[config.mk]
export PLATFORM = sky130hd
export DESIGN_NAME = dram_strobe_sequencer
export DESIGN_NICKNAME = d
export VERILOG_FILES = /design/src/rtl/dram_strobe_sequencer_pkg.sv /design/src/rtl/dram_strobe_sequencer_reftmr.sv /design/src/rtl/dram_strobe_sequencer.sv
export SDC_FILE = /design/constraint.sdc
export NUM_CORES = 1
export LEC_CHECK = 0
export BUFFER_PORTS_ARGS = -buffer_cell sky130_fd_sc_hd__buf_2
export CAP_MARGIN = 20
export CORE_ASPECT_RATIO = 0.8
export CORE_MARGIN = 3
export CORE_UTILIZATION = 35
export DETAILED_ROUTE_END_ITERATION = 8
export HOLD_SLACK_MARGIN = 0.06
export SLEW_MARGIN = 20
export SYNTH_ARGS = -nofsm -noshare
export SYNTH_HDL_FRONTEND = slang
export SYNTH_SLANG_ARGS = --single-unit
[constraint.sdc]
create_clock -name clk -period 3.55 [get_ports clk]
set_clock_uncertainty 0.05 [all_clocks]
set_input_delay 0.355 -clock clk [delete_from_list [all_inputs] [get_ports clk]]
set_output_delay 0.355 -clock clk [all_outputs]
set_load 0.1 [all_outputs]
[src/rtl/dram_strobe_sequencer_pkg.sv]
// Shared state encodings, output-vector bit positions and strobe decode
// for the DRAM strobe sequencer.
package dram_strobe_sequencer_pkg;

  typedef enum logic [2:0] {
    IDLE = 3'd0,
    ROW  = 3'd1,
    COL  = 3'd2,
    CAS  = 3'd3,
    RCAS = 3'd4,
    RRAS = 3'd5,
    PRE  = 3'd6
  } state_t;

  localparam int OB_ACK  = 0;
  localparam int OB_BUSY = 1;
  localparam int OB_RAS  = 2;
  localparam int OB_CAS  = 3;
  localparam int OB_MUX  = 4;
  localparam int OB_WE   = 5;
  localparam int OUT_W   = 6;

  // Strobes inactive, mux on row, no ack, not busy
  localparam logic [OUT_W-1:0] OUT_RESET = 6'b101100;

  function automatic state_t succ(input state_t s);
    state_t n;
    case (s)
      ROW:     n = COL;
      COL:     n = CAS;
      CAS:     n = PRE;
      RCAS:    n = RRAS;
      RRAS:    n = PRE;
      default: n = IDLE;
    endcase
    return n;
  endfunction

  // last marks the final cycle of the state, which only matters for CAS (ack)
  function automatic logic [OUT_W-1:0] decode(input state_t s, input logic write, input logic last);
    logic [OUT_W-1:0] o;
    o = OUT_RESET;
    o[OB_BUSY] = (s != IDLE);
    case (s)
      ROW: o[OB_RAS] = 1'b0;
      COL: begin
        o[OB_RAS] = 1'b0;
        o[OB_MUX] = 1'b1;
        o[OB_WE]  = ~write;
      end
      CAS: begin
        o[OB_RAS] = 1'b0;
        o[OB_CAS] = 1'b0;
        o[OB_MUX] = 1'b1;
        o[OB_WE]  = ~write;
        o[OB_ACK] = last;
      end
      RCAS: o[OB_CAS] = 1'b0;
      RRAS: begin
        o[OB_CAS] = 1'b0;
        o[OB_RAS] = 1'b0;
      end
      default: o[OB_MUX] = 1'b0;
    endcase
    return o;
  endfunction

endpackage

[src/rtl/dram_strobe_sequencer_reftmr.sv]
// Refresh interval timer: raises ref_pending every REF_INTERVAL cycles and
// flags a sticky ref_miss when a previous request was never serviced.
module dram_strobe_sequencer_reftmr #(
  parameter int REF_INTERVAL = 64,
  parameter int REF_W        = 8
) (
  input  logic clk,
  input  logic clr_n,
  input  logic start,
  output logic ref_pending,
  output logic ref_miss
);

  localparam logic [REF_W-1:0] LAST = REF_W'(REF_INTERVAL - 1);

  logic [REF_W-1:0] tmr;

  // A wrap coinciding with a refresh start re-arms the request for the new interval
  always_ff @(posedge clk) begin
    if (!clr_n) begin
      tmr         <= '0;
      ref_pending <= 1'b0;
      ref_miss    <= 1'b0;
    end else if (tmr == LAST) begin
      tmr         <= '0;
      ref_pending <= 1'b1;
      if (ref_pending) ref_miss <= 1'b1;
    end else begin
      tmr <= tmr + REF_W'(1);
      if (start) ref_pending <= 1'b0;
    end
  end

endmodule

[src/rtl/dram_strobe_sequencer.sv]
// Clocked RAS/CAS/MUX/WE strobe generator for one DRAM bank, arbitrating
// host accesses against periodic CAS-before-RAS refresh.
module dram_strobe_sequencer
  import dram_strobe_sequencer_pkg::*;
#(
  parameter int T_RAS_MUX    = 1,
  parameter int T_MUX_CAS    = 1,
  parameter int T_CAS        = 2,
  parameter int T_PRE        = 2,
  parameter int T_RRAS       = 3,
  parameter int REF_INTERVAL = 64,
  parameter int CNT_W        = 4,
  parameter int REF_W        = 8
) (
  input  logic clk,
  input  logic clr_n,
  input  logic req,
  input  logic wr,
  output logic ack,
  output logic busy,
  output logic ras_n,
  output logic cas_n,
  output logic mux,
  output logic we_n,
  output logic ref_pending,
  output logic ref_miss
);

  state_t             state;
  logic [CNT_W-1:0]   cnt;
  logic               wr_q;
  logic [OUT_W-1:0]   outs;

  function automatic logic [CNT_W-1:0] load(input state_t s);
    logic [CNT_W-1:0] v;
    case (s)
      ROW:     v = CNT_W'(T_RAS_MUX - 1);
      COL:     v = CNT_W'(T_MUX_CAS - 1);
      CAS:     v = CNT_W'(T_CAS - 1);
      RRAS:    v = CNT_W'(T_RRAS - 1);
      PRE:     v = CNT_W'(T_PRE - 1);
      default: v = '0;
    endcase
    return v;
  endfunction

  dram_strobe_sequencer_reftmr #(
    .REF_INTERVAL(REF_INTERVAL),
    .REF_W       (REF_W)
  ) u_reftmr (
    .clk        (clk),
    .clr_n      (clr_n),
    .start      ((state == IDLE) && ref_pending),
    .ref_pending(ref_pending),
    .ref_miss   (ref_miss)
  );

  // Outputs are decoded from the state being entered so they line up with it
  always_ff @(posedge clk) begin
    if (!clr_n) begin
      state <= IDLE;
      cnt   <= '0;
      wr_q  <= 1'b0;
      outs  <= OUT_RESET;
    end else begin
      case (state)
        IDLE: begin
          if (ref_pending) begin
            state <= RCAS;
            cnt   <= load(RCAS);
            outs  <= decode(RCAS, wr_q, load(RCAS) == '0);
          end else if (req) begin
            state <= ROW;
            cnt   <= load(ROW);
            wr_q  <= wr;
            outs  <= decode(ROW, wr, load(ROW) == '0);
          end else begin
            outs  <= decode(IDLE, wr_q, 1'b0);
          end
        end
        ROW, COL, CAS, RCAS, RRAS, PRE: begin
          if (cnt != '0) begin
            cnt  <= cnt - CNT_W'(1);
            outs <= decode(state, wr_q, cnt == CNT_W'(1));
          end else begin
            state <= succ(state);
            cnt   <= load(succ(state));
            outs  <= decode(succ(state), wr_q, load(succ(state)) == '0);
          end
        end
        default: begin
          state <= PRE;
          cnt   <= load(PRE);
          outs  <= decode(PRE, wr_q, 1'b0);
        end
      endcase
    end
  end

  assign ack   = outs[OB_ACK];
  assign busy  = outs[OB_BUSY];
  assign ras_n = outs[OB_RAS];
  assign cas_n = outs[OB_CAS];
  assign mux   = outs[OB_MUX];
  assign we_n  = outs[OB_WE];

endmodule

Word level (Yosys, flattened, before mapping)
Index checks and enable logic that the tools add are counted.

Register bits after elaboration: 24. Word-level logic and storage cells: 79. Input bits: 4.

$add $sub $neg: 2. Equal/unequal tests: 16. Reductions and logical operators: 20. Muxes and demuxes: 31. Bitwise logic cells: 3.

Operators by type and width (number): 2-to-1 mux 4 bit (7); equality test 3 bit (second input constant) (6); 2-to-1 mux 3 bit (6); equality test 3 x 2 -> 1 bit (second input constant) (4); 2-to-1 mux 1 bit (12); one-hot mux 3 bit (4 select lines) (1); one-hot mux 6 bit (2 select lines) (1); OR reduction 2 bit (5); adder 8 x 1 -> 8 bit (second input constant) (1); equality test 8 x 6 -> 1 bit (second input constant) (1); one-hot mux 4 bit (2 select lines) (1); OR reduction 4 bit (2); equality test 3 x 1 -> 1 bit (second input constant) (2); 2-to-1 mux 6 bit (1); one-hot mux 3 bit (2 select lines) (1); nonzero test 3 bit (2); OR reduction 3 bit (2); OR reduction 6 bit (1); equality test 4 x 1 -> 1 bit (second input constant) (1); zero test 4 bit (1); one-hot mux 2 bit (2 select lines) (1); AND reduction 2 bit (2); nonzero test 4 bit (1); subtractor 4 x 1 -> 4 bit (second input constant) (1); 7 further kinds (9).

Depth between registers and ports, before layout
Depth after elaboration: 16. Mapped depth: 6. Depth with buffers taken out: 6.

Cells and area by module
From an unflattened synthesis, not the netlist that was laid out.

Cell total of the unflattened synthesis: 132. Area total of the unflattened synthesis: 1186.1 um^2.

By module, submodules not included: dram_strobe_sequencer (area each 778.2 um^2, times used 1, sequential area each 280.3 um^2, cells an instance 87); dram_strobe_sequencer_reftmr (area each 407.9 um^2, times used 1, sequential area each 200.2 um^2, cells an instance 45).

Worst setup path after synthesis
Ideal clock, no wire load.

Path type: register to register. From: register u_reftmr.ref_pending. To: register cnt[0]. Period minus slack after synthesis: 1718 ps. Data required time: 3381 ps. Slack: 1832 ps. Data arrival time: 1549 ps. Path buffers: 0. Stages on the path, launching flop included: 4. Cells stage by stage: dfxtp_1 or3_4 o211ai_2 o221a_1.

Cells in the longest elaborated chain, start to end: 2. Elaborated cells between the ends (all ways): 3. Those cells by class: eq/ne: 1; mux: 2.

Ends and longest elaborated chain: from (decl) (line dram_strobe_sequencer_reftmr.sv:10) `output logic ref_pending,`; from (signal assigned) (line dram_strobe_sequencer_reftmr.sv:22) `ref_pending <= 1'b0;`; from (signal assigned) (line dram_strobe_sequencer_reftmr.sv:26) `ref_pending <= 1'b1;`; from (signal assigned) (line dram_strobe_sequencer_reftmr.sv:30) `if (start) ref_pending <= 1'b0;`; 2-to-1 mux 4 bit (line dram_strobe_sequencer.sv:68) `if (ref_pending) begin`; one-hot mux 4 bit (2 select lines) (line dram_strobe_sequencer.sv:66) `case (state)`; to (signal assigned) (line dram_strobe_sequencer.sv:70) `cnt <= load(RCAS);`; to (signal assigned) (line dram_strobe_sequencer.sv:74) `cnt <= load(ROW);`; to (signal assigned) (line dram_strobe_sequencer.sv:83) `cnt <= cnt - CNT_W'(1);`; to (decl) (line dram_strobe_sequencer.sv:30) `logic [CNT_W-1:0] cnt;`.

Several ways; a longest one is shown, not always the timed one. A chain may end at the register's enable or synchronous reset.

Worst setup path after layout
From: register cnt[0]. To: register outs[2].

Cells in the longest elaborated chain, start to end: 3.

Ends and longest elaborated chain: nonzero test 4 bit (line dram_strobe_sequencer.sv:82) `if (cnt != '0) begin`; 2-to-1 mux 6 bit (line dram_strobe_sequencer.sv:82); one-hot mux 6 bit (2 select lines) (line dram_strobe_sequencer.sv:66); to (signal assigned) (line dram_strobe_sequencer.sv:71) `outs <= decode(RCAS, wr_q, load(RCAS) == '0);`; to (signal assigned) (line dram_strobe_sequencer.sv:84) `outs <= decode(state, wr_q, cnt == CNT_W'(1));`; to (signal assigned) (line dram_strobe_sequencer.sv:88) `outs <= decode(succ(state), wr_q, load(succ(state)) == '0);`; to (decl) (line dram_strobe_sequencer.sv:32) `logic [OUT_W-1:0] outs;`.

Every way passes these cells.

==> run metrics <==
Initial Util 0.3763; die width 71.33 µm; post-layout utilization of the core 0.4129; sequential share of power 0.376; Comb power frac 0.483; fin crit share 0.5041; Tmin final 1.790 ns; TritonCTS clock tree built; CTS HTree Levels 1; endpoints failing setup 0; layout cells sized above 1 0.1489; Tot Pwr 1.095 mW; I/O pin count 12; CP Launch Type flop; cell area after synthesis 1195 µm²; final wirelength 2208 µm; Main synth FF type dfxtp_1; HPWL after DPL 1624 µm; internal power 592.3 µW; max_cap viols 0; first-pass GRT wire length 3815 µm; fin cells 181; fin. max-slew vios 0; row count 18; RSZ-0062 raised after global routing false; clock sinks 24; P_sw 502.9 µW; Pleak 0.5077 nW; actual slew at the worst max-slew pin 0.5757 ns; worst ir drop on vdd 0.0004410 V; overall global routing resource usage 0.1154; flops & latches, synth 24; Via density 5.293; via count of the routed design 958; # DRC 0; I/O Buffers 11; vias in the first global route 831; PD cells 835.2 nW/µm²; Post-DP Area 1270 µm²; Final Hold Viols 0; clock-pin slew on the worst setup and hold paths 0.08 ns; root buf cell clkbuf_8; post-synthesis sequential area ratio 0.4021; Setup Total Neg Slack 0 ns; CORE AREA 3176 µm²; sw frac 0.4592; commonest non-fill, non-tap cell in the layout dfxtp_1; Setup CP Type reg2reg; register area 480.5 µm²; cts repair resizes 0; TritonCTS Buffers 3; HP Class in2reg; Multi-input gate area 673.1 µm²; Finished Cell Area 1311 µm²; die area 4155 µm²; Worst Setup End Kind flop; asr flop ratio synth 0; routed length per placed instance 12.20 µm; EDFF count, synth 0; largest net degree at the start of global routing 22; cts hold-fix bufs 0; placed insts 178; power share of the clock group 0.141; initial antenna violation count 0; Critical Path RT 3.65 ns; Max Clk Rate 0.5588 GHz; post-synthesis average cell area 8.984 µm²; Max Fanout on Critical Path 10; fill count 324; chip height 58.26 µm; clk buf depth 2; drt first pass iters 4; diode count 0; ANT nets after route 0; status completed; Arr. time, crit path 1.89 ns; gpl congestion 0.8991; Yosys warning count 0; Synth Instances 133; Nets 151; most frequent cells in the layout dfxtp_1 (24), nor2_1 (13), nand2_1 (13); DRT iter0 DRCs 22; Synthesized Nets 141; Synth cell types 39; Post-CTS Setup Bufs 0; gr ovfl total 0; max_slew headroom 0.6157; Layout area overhead 9.738%; Clock Latency Late Sink 0.26 ns
-- kinds of logic after synthesis --
logic type | after synthesis | share of synthesized area
buffers and inverters | 9 | 0.03456
and+or+nand+nor | 67 | 0.3246
adders and majority gates | 4 | 0.04189
xor gates and xnor gates | 6 | 0.04398
muxes | 2 | 0.01675
AOI/OAI and AO/OA | 21 | 0.1361
DFF | 24 | 0.4021
-- cell usage after synthesis (all sizes together), types with 2 or more instances --
master / count / area share
inv: 3 / 0.0094
nor3: 6 / 0.029
nor3b: 2 / 0.022
nand4: 2 / 0.010
or3: 2 / 0.019
nand2b: 3 / 0.016
dfxtp: 24 / 0.40
ha: 4 / 0.042
xnor2: 5 / 0.037
o21a: 3 / 0.019
clkbuf: 5 / 0.016
nor2b: 6 / 0.031
nand3b: 2 / 0.013
o21ai: 4 / 0.017
nand4b: 2 / 0.015
nor4: 2 / 0.010
o211ai: 4 / 0.029
mux2i: 2 / 0.017
nand2: 13 / 0.041
a21boi: 5 / 0.031
nand3: 5 / 0.021
nor2: 13 / 0.041
and2: 2 / 0.010
and3: 4 / 0.021
-- path summary, 6_finish.rpt --
kind / start / cells past startpoint / end / slack, ns
min: wr / 3 / wr_q / 0.31
max: cnt[0] / 6 / outs[2] / 1.76
min reg2reg: wr_q / 1 / outs[5] / 0.33
max reg2reg: cnt[0] / 6 / outs[2] / 1.76
-- layout make-up --
class	instances	area share
inverter	3	0.008588
timing repair buffer	11	0.04198
sequential	24	0.3664
multi-input combinational	100	0.5134
clock buffer	3	0.03149
tap	40	0.03817
-- sequential cells by signal (all words and copies together) (netlist names) --
register              cells
state                     3
u_reftmr.ref_pending      1
u_reftmr.tmr              8
wr_q                      1
cnt                       4
u_reftmr.ref_miss         1
outs                      6
-- critical path, stage by stage (launching register included) --
cell and delay, ns:
dfxtp_1 0.35, inv_1 0.09, ha_1 0.18, nor3b_4 0.43, xnor2_1 0.14, a2111oi_2 0.36
nor2_1 0.08
-- layer usage --
layer	share of wire	wire length [µm]	GRT usage
met3	0.066	146	0.04506
met5	0	0	0
met1	0.52	1145	0.1684
met2	0.41	899	0.1597
met4	0.0077	17	0.02413
-- power groups by stage --
stage          combinational (mW)  sequential (mW)  clock [mW]
6_report                    0.529            0.412       0.155
5_1_grt                     0.577            0.423       0.168
4_1_cts                     0.531            0.409       0.160
3_5_place_dp                0.529            0.415           0
3_3_place_gp                0.526            0.413           0
2_1_floorplan               0.378            0.486           0
-- through the flow --
stage          hold WS (ns)  worst slack (ns)
2_1_floorplan        0.3076             1.832
3_3_place_gp         0.3157             1.831
3_5_place_dp         0.3165             1.776
4_1_cts              0.3106             1.757
5_1_grt              0.3531             1.633
6_report             0.3070             1.760
No activity file was read; power rests on OpenSTA's default activity.
